### src/rtl/program_loader_pkg.sv
// Processor-wide boot constants shared by the boot ROM program and the hardware boot copier.
package program_loader_pkg;

  localparam int BOOT_DATA_WIDTH    = 32;
  localparam int BOOT_HD_ADDR_WIDTH = 10;
  localparam int BOOT_IM_ADDR_WIDTH = 10;

  // Must match the addresses the boot ROM program copies from and to.
  localparam int BOOT_SRC_BASE  = 0;
  localparam int BOOT_DST_BASE  = 256;
  localparam int BOOT_MAX_WORDS = 256;

endpackage

### src/rtl/program_loader.sv
// Hardware boot copier: reads HD words from SRC_BASE into instruction memory at DST_BASE
// until a non-positive word or MAX_WORDS, then pulses done.
module program_loader
  import program_loader_pkg::*;
#(
  parameter int DATA_WIDTH    = BOOT_DATA_WIDTH,
  parameter int HD_ADDR_WIDTH = BOOT_HD_ADDR_WIDTH,
  parameter int IM_ADDR_WIDTH = BOOT_IM_ADDR_WIDTH,
  parameter int SRC_BASE      = BOOT_SRC_BASE,
  parameter int DST_BASE      = BOOT_DST_BASE,
  parameter int MAX_WORDS     = BOOT_MAX_WORDS
) (
  input  logic                     clock,
  input  logic                     reset,
  input  logic                     start,
  output logic                     hd_read,
  output logic [HD_ADDR_WIDTH-1:0] hd_address,
  input  logic [DATA_WIDTH-1:0]    hd_data,
  input  logic                     hd_valid,
  output logic                     im_write,
  output logic [IM_ADDR_WIDTH-1:0] im_address,
  output logic [DATA_WIDTH-1:0]    im_data,
  output logic                     busy,
  output logic                     done,
  output logic [IM_ADDR_WIDTH:0]   word_count
);

  localparam int CW = IM_ADDR_WIDTH + 1;

  typedef enum logic [2:0] {
    S_IDLE,
    S_READ,
    S_WAIT,
    S_WRITE,
    S_DONE
  } state_t;

  state_t          state;
  logic [CW-1:0]   next_count;
  logic            terminator;

  assign next_count = word_count + CW'(1);
  // Signed <= 0: sign bit set or all zeros.
  assign terminator = hd_data[DATA_WIDTH-1] | ~|hd_data;

  // NOTE: every output is a register loaded on the transition into the state that
  // asserts it, so strobes line up with the state rather than lagging by a cycle.
  always_ff @(posedge clock or posedge reset) begin
    if (reset) begin
      state      <= S_IDLE;
      hd_read    <= 1'b0;
      hd_address <= '0;
      im_write   <= 1'b0;
      im_address <= '0;
      im_data    <= '0;
      busy       <= 1'b0;
      done       <= 1'b0;
      word_count <= '0;
    end else begin
      hd_read  <= 1'b0;
      im_write <= 1'b0;
      done     <= 1'b0;
      unique case (state)
        S_IDLE: begin
          if (start) begin
            state      <= S_READ;
            word_count <= '0;
            busy       <= 1'b1;
            hd_read    <= 1'b1;
            hd_address <= HD_ADDR_WIDTH'(SRC_BASE);
          end
        end
        S_READ: state <= S_WAIT;
        S_WAIT: begin
          if (hd_valid) begin
            if (terminator) begin
              state <= S_DONE;
              done  <= 1'b1;
            end else begin
              state      <= S_WRITE;
              im_write   <= 1'b1;
              im_address <= IM_ADDR_WIDTH'(DST_BASE) + IM_ADDR_WIDTH'(word_count);
              im_data    <= hd_data;
            end
          end
        end
        S_WRITE: begin
          word_count <= next_count;
          if (next_count == CW'(MAX_WORDS)) begin
            state <= S_DONE;
            done  <= 1'b1;
          end else begin
            state      <= S_READ;
            hd_read    <= 1'b1;
            hd_address <= HD_ADDR_WIDTH'(SRC_BASE) + HD_ADDR_WIDTH'(next_count);
          end
        end
        S_DONE: begin
          state <= S_IDLE;
          busy  <= 1'b0;
        end
        default: state <= S_IDLE;
      endcase
    end
  end

endmodule
### config.mk
export PLATFORM = sky130hd
export DESIGN_NAME = program_loader
export DESIGN_NICKNAME = d
export VERILOG_FILES = /design/src/rtl/program_loader_pkg.sv /design/src/rtl/program_loader.sv
export SDC_FILE = /design/constraint.sdc
export NUM_CORES = 1
export LEC_CHECK = 0
export CAP_MARGIN = 25
export CORE_ASPECT_RATIO = 2
export CORE_MARGIN = 2
export CORE_UTILIZATION = 45
export CTS_BUF_LIST = sky130_fd_sc_hd__clkbuf_4 sky130_fd_sc_hd__clkbuf_8
export CTS_CLUSTER_SIZE = 12
export DETAILED_ROUTE_END_ITERATION = 16
export DONT_BUFFER_PORTS = 1
export SLEW_MARGIN = 40
export SYNTH_ARGS = -nofsm -noshare
export SYNTH_HDL_FRONTEND = slang
export SYNTH_SLANG_ARGS = --single-unit
### constraint.sdc
create_clock -name clock -period 2.4 [get_ports clock]
set_input_delay 0.36 -clock clock [delete_from_list [all_inputs] [get_ports clock]]
set_output_delay 0.36 -clock clock [all_outputs]
set_load 0.005 [all_outputs]
Word-level counts from Yosys, hierarchy flattened --
Cells that the tools add are included.
Word-level totals: logic and storage cells 53, ROM bits 0, memories 0, bits in writable memories 0, bits in latches 0, output and inout bits 67, input bits 36, flip-flop bits (word level) 70
Operators by class: divide/modulo/power cells 0, reduce and logical (&&, ||, !) cells 10, eq/ne operators 8, bitwise gates (word level) 2, multiplexer cells 22, order comparisons 0, multipliers 0, $add $sub $neg 2, shifts and indexed selects 0
Operators with widths (count):
- $reduce_or 32->1 | 1
- $pmux 11 s2 | 1
- $mux 10 | 2
- $pmux 10 s2 | 1
- $mux 3 | 4
- $pmux 3 s4 | 1
- $add 11x1->11 const B | 1
- $eq 11x9->1 const B | 1
- $mux 11 | 1
- $add 9x10->10 const A | 1
- $mux 1 | 9
- $eq 3x2->1 const B | 2
- $ne 2x2->1 const B | 3
- $pmux 1 s2 | 3
- $reduce_and 2->1 | 3
- $reduce_and 3->1 | 2
- $reduce_bool 2->1 | 2
- $eq 3x1->1 const B | 1
- $eq 3x3->1 const B | 1
- $logic_not 3->1 | 1
- $logic_not 1->1 | 1
- $not 1->1 | 1
- $or 1x1->1 | 1

Depth between registers and ports, before layout --
Gate-level depths: netlist of the first run.
word-level depth 6, gate-level depth with buffers 8, mapped depth without buffers 6

Worst setup path before layout of the first run --
Ideal clock, no wire load.
path type reg2reg, from reg word_count[0], to reg state[0], path buffers 2, path slack 233 ps, cell stages (with the launch flop) 9, required time 2275 ps, arrival time 2042 ps, library setup time 125 ps, clock period less this slack 2167 ps, cell sequence dfrtp_1 -> ha_1 -> buf_2 -> nand2_1 -> mux2_2 -> a2111oi_2 -> a31oi_2 -> buf_6 -> o21bai_1
Between the ends: cells in the longest elaborated chain, start to end 4
RTL lines:
- start: declaration | RTL line program_loader.sv:25 | output logic [IM_ADDR_WIDTH:0] word_count
- start signal: assignment | RTL line program_loader.sv:88 | word_count <= next_count;
- $add 11x1->11 | RTL line program_loader.sv:42 | assign next_count = word_count + CW'(1);
- $eq 11x9->1 | RTL line program_loader.sv:89 | if (next_count == CW'(MAX_WORDS)) begin
- $mux 3 | RTL line program_loader.sv:89
- $pmux 3 s4 | RTL line program_loader.sv:63 | unique case (state)
- end signal: assignment | RTL line program_loader.sv:66 | state <= S_READ;
- end signal: assignment | RTL line program_loader.sv:90 | state <= S_DONE;
- end signal: assignment | RTL line program_loader.sv:93 | state <= S_READ;
- end: declaration | RTL line program_loader.sv:38 | state_t state;
No other way between the ends. A chain may end at the register's enable or synchronous reset.

Worst setup path in the final report of the first run --
from reg word_count[9], to reg state[0]
Same word-level chain as after synthesis.

==> run metrics, run 1 <==
H-tree depth 3; Filler cells 654; crit path kind reg -> reg; min-delay worst type in -> reg; Tcrit/Tclk final 0.945; final setup TNS 0 ns; overall power 3.59 mW; Clk Latency, worst-skew pair 0.34 ns; Hold WS 0.165 ns; Antenna Nets Post-Route 0; fmax 441 MHz; core area 6890 µm²; ys flop type dfrtp_1; Worst Path Required 2.62 ns; EDFF count, synth 0; r2r endpoint state[0]$_DFFE_PP0P_; Max transition margin 0.551; final WL 7.28 mm; worst hold stages 1; Clk pin slew, worst setup/hold paths 0.08 ns; commonest non-fill, non-tap cell in the layout dfrtp_1; nets@finish 317; register bit total from synthesis 70; Ys Warns 0; Post-synth ARST share 1.00; Setup crit start kind register; Clock Root Buffer clkbuf_8; CP bufs+invs 0; Vias 2,130; Setup crit end kind register; Vert. Die Dim 123 µm; largest cells by area after synthesis dfrtp_1 55%, mux2_2 15%, o21ai_0 3.0%; crit path max-delay cell type dfrtp_1; first-pass GRT wire length 11.5 mm; worst slew pin tran 0.671 ns; worst reg2reg setup slack 0.13 ns; Reg2Reg Depth 6; cells along the critical path ha_1, nand2_1, mux2_2, a2111oi_2, a31oi_2, o21bai_1; CTS tree built; port buffer count 0; share of cells above drive strength 1 0.299; synthesized instance count 270; CTS sink cnt 70; final setup skew 0.00774 ns; reg2reg start word_count[9]$_DFFE_PP0P_; drt wl/cell 19.5 µm; CTS Buf Count 9; total congestion overflow 0; Mapped Area 3160 µm²; area fraction of the dominant cell type after synthesis 0.554; First DRT Iteration DRCs 135; post-synth top area cell dfrtp_1; final hold viol count 0; Synthesized Nets 308; Die Width 63.3 µm; Leakage 1.57 nW; starting density of the core 0.459; crit-path max cell delay 0.46 ns; GRT Resource Usage Total 0.198; # diodes 0; clock buffer depth 2; fin cells 374; most frequent cells in the layout 70 x dfrtp_1, 41 x mux2_2, 25 x nand2_1, 19 x o21ai_0, 13 x buf_4; maximum vdd drop 0.000569 V; Mean Syn Cell Area 11.7 µm²; post-route minimum period 2.27 ns; Crit Path Max Fanout 11; Post-CTS Setup Bufs 0; WHS Endpoint im_data[5]$_DFFE_PP0P_; Placed Cells 357; WP depth 6; delay-heaviest family, CP compound AO/OA/AOI/OAI gates; DIE AREA 7750 µm²; DRT Pass-1 Iters 4; Min-Delay Startpoint hd_data[5]; Synth cell types 44; Seq/Total Area, Yosys 0.554; Layout area overhead 12.0%; Slew Limit Fails 0; vias in the first global route 2,271; unrepaired setup endpoints after global routing no; Rows 43; PD cells 1010 nW/µm²; DRC Markers 0; I/O pins 103; initial antenna violation count 0; largest net degree at the start of global routing 47; count of final setup violators 0; run status complete, no violations; placer congestion estimate 0.897; crit path DAT 2.49 ns; max_cap viols 0; HPWL after DPL 5.39 mm; cts repair resizes 0; drt via density 5.70
## layout make-up
cell class	count	area [µm²]	area share
timing repair buffer	16	148	0.0417
inverter	4	15.0	0.00424
multi-input combinational	178	1320	0.371
tap	90	113	0.0318
clock inverter	6	61.3	0.0173
clock buffer	10	138	0.0389
sequential	70	1750	0.495
## cell usage after synthesis, drive strengths merged, types with 2 or more instances
library cell / count
nand2b: 3
o31ai: 2
a21oi: 6
and2: 4
clkbuf: 7
dfrtp: 70
nor2: 12
o22ai: 7
and3: 3
xor2: 4
nand4: 5
nand2: 26
o21bai: 2
nor4: 9
nor3: 2
inv: 4
mux2: 41
ha: 2
mux2i: 3
o21ai: 19
o211ai: 4
nand3: 5
xnor2: 4
buf: 11
a21bo: 2
## metal layers
layer	vias up	GRT usage	wire length, µm
li1	978	-	-
met1	1056	0.216	2620
met2	86	0.346	4010
met3	10	0.0550	466
met4	0	0.106	176
met5	-	0	0
## flip-flops by register name, summed over array words and instances, names as in the netlist
signal,flops
im_write,1
im_data,32
word_count,11
hd_read,1
done,1
hd_address,10
state,3
busy,1
im_address,10
## kinds of logic (layout without fill, tap and decap cells)
| kind of cell | Yosys count | in the layout | share of synthesized area |
|---|---|---|---|
| buffers and inverters | 22 | 36 | 0.0328 |
| AO/OA/AOI/OAI | 48 | 48 | 0.102 |
| adder cells (fa/ha/maj) | 2 | 2 | 0.00791 |
| multiplexers | 44 | 44 | 0.156 |
| flip-flops | 70 | 70 | 0.554 |
| XOR/XNOR | 8 | 8 | 0.0222 |
| AND/OR/NAND/NOR | 76 | 76 | 0.126 |
## where the power goes
part           internal [mW]  leakage, nW  switching (mW)
registers               1.55        0.902           0.294
clock network          0.504        0.102           0.439
logic                  0.418        0.570           0.389
total                   2.47         1.57            1.12
## worst max-delay path by stage
stage,startpoint,to,slack (ns)
6_report,word_count[9]$_DFFE_PP0P_,state[0]$_DFFE_PP0P_,0.13
5_1_grt,word_count[4]$_DFFE_PP0P_,hd_address[1]$_DFFE_PP0P_,0.009
4_1_cts,word_count[9]$_DFFE_PP0P_,state[0]$_DFFE_PP0P_,0.14
3_5_place_dp,word_count[9]$_DFFE_PP0P_,state[0]$_DFFE_PP0P_,0.14
3_3_place_gp,word_count[9]$_DFFE_PP0P_,state[0]$_DFFE_PP0P_,0.20
2_1_floorplan,word_count[0]$_DFFE_PP0P_,state[0]$_DFFE_PP0P_,0.23
## worst register-to-register path: cells and delay by family, from the launching register on
family	cells	cell delay [ns]
multiplexers	1	0.34
AND/OR/NAND/NOR	1	0.07
flip-flops	1	0.46
AO/OA/AOI/OAI	3	1.04
adder cells (fa/ha/maj)	1	0.24
## per-stage QoR
step	worst slack [ns]	area (µm²)	utilization
global route	0.00924	3540	0.514
CTS	0.139	3540	0.514
global placement	0.200	3330	0.484
floorplan	0.233	3160	-
detailed placement	0.139	3330	0.484
finish	0.133	3540	0.514
## what timing repair did
action	CTS	global route
setup endpoints to repair	0	0
hold buffers	1	0
hold endpoints to repair	24	0
No activity file was read; power rests on OpenSTA's default activity.
==> run 2, diff against run 1 <==
ABC_AREA = 1   (was unset)
clock period = 2.65 ns   (was 2.4 ns; I/O delays follow)
==> run metrics, run 2 <==
run status finished, violations left; failing checks negative hold slack; Crit Path Max Fanout 12; Max transition margin 0.591; Worst Path Required 2.88 ns; largest net degree at the start of global routing 84; commonest non-fill, non-tap cell in the layout nand2_1; Layout area overhead 8.62%; register name with the most flops im_data; largest cells by area after synthesis dfrtp_1 57%, nand2_1 12%, o21ai_0 7.6%; Clk Latency, worst-skew pair 0.34 ns; Hold WS -0.0163 ns; final setup TNS 0 ns; Setup crit start kind register; core area 6620 µm²; Antenna Nets Post-Route 0; count of final setup violators 0; Vias 2,346; met3 WL 501 µm; highest routed layer met4; CTS sink cnt 70; Tcrit/Tclk final 0.794; Slew Limit Fails 0; DRT met1 WL 2.74 mm; HPWL after DPL 5.69 mm; routed length on met2 4.02 mm; cts repair resizes 0; Seq/Total Area, Yosys 0.569; first-pass GRT wire length 11.9 mm; DRT Pass-1 Iters 4; synthesized instance count 361; nets@finish 402; drt wl/cell 16.4 µm; DIE AREA 7550 µm²; final hold viol count 29; Die Width 62.5 µm; PD cells 975 nW/µm²; area fraction of the dominant cell type after synthesis 0.569; crit path DAT 2.34 ns; I/O pins 103; Mapped Area 3080 µm²; final setup skew 0.00542 ns; Post-CTS Hold Fix Bufs 0; drt via density 5.13; Clk pin slew, worst setup/hold paths 0.07 ns; DRC Markers 0; worst slew pin tran 0.613 ns; H-tree depth 3; # diodes 0; post-synth top area cell dfrtp_1; Post-CTS Setup Bufs 0; cell with the most instances after synthesis nand2_1; starting density of the core 0.465; Mean Syn Cell Area 8.52 µm²; Ys Warns 0; fmax 475 MHz; Synth cell types 26; most frequent cells in the layout 97 x nand2_1, 70 x dfrtp_1, 59 x inv_1, 47 x o21ai_0, 21 x nand3_1; Filler cells 670; total congestion overflow 0; CTS tree built; max_cap viols 0; initial antenna violation count 0; synth cell count leaders 97 x nand2_1, 70 x dfrtp_1, 60 x inv_1; Vert. Die Dim 121 µm; placer congestion estimate 0.988; Largest regs im_data (32), word_count (11); Leakage 1.75 nW; Largest register FFs 32; final WL 7.49 mm; Setup crit end kind register; register bit total from synthesis 70; crit path kind reg -> reg; post-route minimum period 2.10 ns; Post-synth ARST share 1.00; Synthesized Nets 399; clock buffer depth 2; vias in the first global route 2,313; ys flop type dfrtp_1; unrepaired setup endpoints after global routing no; GRT Resource Usage Total 0.209; port buffer count 0; share of cells above drive strength 1 0.0840; Final Util 0.505; EDFF count, synth 0; First DRT Iteration DRCs 143; maximum vdd drop 0.000570 V; Rows 42; CTS Buf Count 9; min-delay worst type in -> async; Clock Root Buffer clkbuf_8
run 2: report_power, final:
part           internal (mW)  leakage, nW  switching [mW]  total, mW
Sequential              1.46        0.914           0.344       1.80
Clock                  0.381       0.0930           0.382      0.763
Combinational          0.244        0.742           0.447      0.691
run 2: per-layer routing:
metal	vias to the layer above	global-route usage
li1	1149	-
met1	1097	0.220
met2	81	0.362
met3	19	0.0603
met4	0	0.126
met5	-	0
run 2: worst max-delay path: stages, from the launching register on:
cell,delay (ns)
dfrtp_1,0.43
ha_1,0.25
nand3_1,0.11
nand2_1,0.09
nand2_1,0.08
nor2_1,0.14
nand2_1,0.13
nor2_1,0.14
nand3_2,0.11
nand2_2,0.23
nand2_1,0.15
nand2_1,0.08
nand2_1,0.05
run 2: logic make-up after synthesis:
family / Yosys count / synth area share
and+or+nand+nor: 158 / 0.229
DFF: 70 / 0.569
AOI/OAI and AO/OA: 58 / 0.0988
buffers and inverters: 73 / 0.0952
adders and majority gates: 2 / 0.00813
run 2: metrics by stage:
step | hold slack (ns) | cell area [µm²] | total power, mW | std cells | setup WS [ns]
2_1_floorplan | 0.460 | 3080 | 2.30 | 361 | 0.484
3_3_place_gp | 0.452 | 3170 | 2.50 | 441 | 0.640
3_5_place_dp | 0.452 | 3170 | 2.53 | 441 | 0.590
4_1_cts | 0.0740 | 3340 | 3.31 | 457 | 0.561
5_1_grt | 0.0354 | 3340 | 3.49 | 457 | 0.318
6_report | -0.0163 | 3340 | 3.26 | 457 | 0.545
run 2: area by class of cell:
class	count	area, µm²	share of cell area
tap	88	110	0.0329
inverter	61	230	0.0689
timing repair buffer	4	42.5	0.0127
multi-input combinational	218	1030	0.309
clock inverter	4	22.5	0.00674
clock buffer	12	153	0.0457
sequential	70	1750	0.524
run 2: worst paths after layout:
check                                          start                        end  slack (ns)  depth (start not counted)
max in group asynchronous                      reset  im_address[8]$_DFFE_PP0P_        1.99                          2
min in group clock                       hd_data[23]    im_data[23]$_DFFE_PP0P_        0.21                          2
max                        word_count[1]$_DFFE_PP0P_  hd_address[0]$_DFFE_PP0P_        0.55                         12
min reg2reg                  im_data[31]$_DFFE_PP0P_    im_data[31]$_DFFE_PP0P_        0.50                          2
min                                            reset    im_data[31]$_DFFE_PP0P_       -0.02                          1
max reg2reg                word_count[1]$_DFFE_PP0P_  hd_address[0]$_DFFE_PP0P_        0.55                         12
==> run 3, diff against run 2 <==
clock period = 1.9 ns   (was 2.65 ns; I/O delays follow)
==> run metrics, run 3 (synthesis gave the netlist of run 2 again) <==
run status complete, no violations; H-tree depth 3; maximum vdd drop 0.000625 V; First DRT Iteration DRCs 166; nets@finish 412; Post-CTS Setup Bufs 0; final setup skew 0.00949 ns; Largest register FFs 32; share of cells above drive strength 1 0.124; commonest non-fill, non-tap cell in the layout nand2_1; min-delay worst type in -> reg; Final Instance Area 3480 µm²; drt wl/cell 15.7 µm; PD cells 1380 nW/µm²; Vert. Die Dim 121 µm; Reg2Reg Depth 11; vias in the first global route 2,508; Clk Latency, worst-skew pair 0.35 ns; port buffer count 0; worst slew pin tran 0.400 ns; Clk pin slew, worst setup/hold paths 0.07 ns; crit-path most repeated cell nand2_1; I/O pins 103; most frequent cells in the layout 96 x nand2_1, 68 x dfrtp_1, 58 x inv_1, 46 x o21ai_0, 21 x nand3_1; Max transition margin 0.733; clock buffer depth 2; largest net degree at the start of global routing 71; crit path kind reg -> reg; Worst Path Required 2.18 ns; Crit Path Max Fanout 9; cells along the critical path nand2_1, nor2_4, nand3_2, nand2_1, nand2_1, nor2_2, nand3_2, nand2_4, buf_6, nand3_1, nand2_1; Setup crit end kind register; starting density of the core 0.465; Layout area overhead 13.3%; placer congestion estimate 0.888; Antenna Nets Post-Route 0; CTS Buf Count 9; count of final setup violators 0; crit-path max cell delay 0.50 ns; register name with the most flops im_data; Tcrit/Tclk final 0.891; Setup crit start kind register; first-pass GRT wire length 12.4 mm; CTS sink cnt 70; DRT Pass-1 Iters 4; total congestion overflow 0; DRC Markers 0; Area after DPL 3250 µm²; max_cap viols 0; Largest regs im_data (32), word_count (11); crit path max-delay cell type dfrtp_1; GRT Resource Usage Total 0.216; Rows 42; CTS tree built; worst hold stages 2; crit path DAT 1.98 ns; # diodes 0; Slew Limit Fails 0; final hold viol count 0; Leakage 1.81 nW; final WL 7.35 mm; HPWL after DPL 5.37 mm; Hold WS 0.0938 ns; Final Util 0.526; post-route minimum period 1.69 ns; fmax 590 MHz; Clock Root Buffer clkbuf_8; core area 6620 µm²; Die Width 62.5 µm; drt via density 5.10; Vias 2,383; initial antenna violation count 0; DIE AREA 7550 µm²
==> run 3: cell types whose count changed in the layout (fill, tap and decap cells not counted), sizes merged <==
cell | before | now
buf | 4 | 13
dlygate4sd3 | 0 | 1
bufinv | 0 | 1
clkinv | 4 | 3
==> run 3: power breakdown <==
part / switching, mW / total [mW] / internal (mW) / leakage (nW)
Combinational: 0.677 / 1.10 / 0.418 / 0.790
Clock: 0.534 / 1.22 / 0.686 / 0.110
Sequential: 0.461 / 2.50 / 2.04 / 0.910
==> run 3: through the flow <==
stage                     std cells  setup TNS (ns)  worst slack [ns]  total power, mW
after floorplan                 361               0             0.326             3.21
after global placement          450               0             0.145             3.57
after detailed placement        450               0             0.116             3.62
after CTS                       467               0            0.0915             4.87
after global routing            467         -0.0194          -0.00899             5.16
final                           467               0             0.206             4.81
==> run 3: path summary, 6_finish.rpt <==
check | from | end | slack (ns)
worst max-delay path | word_count[2]$_DFFE_PP0P_ | hd_address[0]$_DFFE_PP0P_ | 0.21
worst min-delay path | hd_data[23] | im_data[23]$_DFFE_PP0P_ | 0.09
worst max register to register | word_count[2]$_DFFE_PP0P_ | hd_address[0]$_DFFE_PP0P_ | 0.21
worst min register to register | im_data[31]$_DFFE_PP0P_ | im_data[31]$_DFFE_PP0P_ | 0.50
max in group asynchronous | reset | word_count[4]$_DFFE_PP0P_ | 1.09
min in group asynchronous | reset | im_data[3]$_DFFE_PP0P_ | 0.51
==> run 3: critical path: cells and delay by family, from the launching register on <==
family                 cells  cell delay [ns]
buffers and inverters      1             0.13
flip-flops                 1             0.50
AND/OR/NAND/NOR           10             0.99
==> run 3: cell type report <==
cell class	count	area (µm²)
Fill cell	647	3140
Sequential cell	70	1750
Multi-Input combinational cell	218	1050
Inverter	61	233
Clock buffer	12	159
Timing Repair Buffer	14	136
Tap cell	88	110
Clock inverter	4	45.0
==> run 3: layer usage <==
layer	vias to the layer above	wire, µm	GRT usage
li1	1165	-	-
met4	0	261	0.125
met5	-	0	0
met1	1127	2690	0.226
met3	17	464	0.0751
met2	74	3930	0.370
==> run 3: timing repair <==
action	CTS	global route
resized for setup	0	10
hold buffers	1	0
hold endpoints to repair	70	0
setup endpoints to repair	0	11
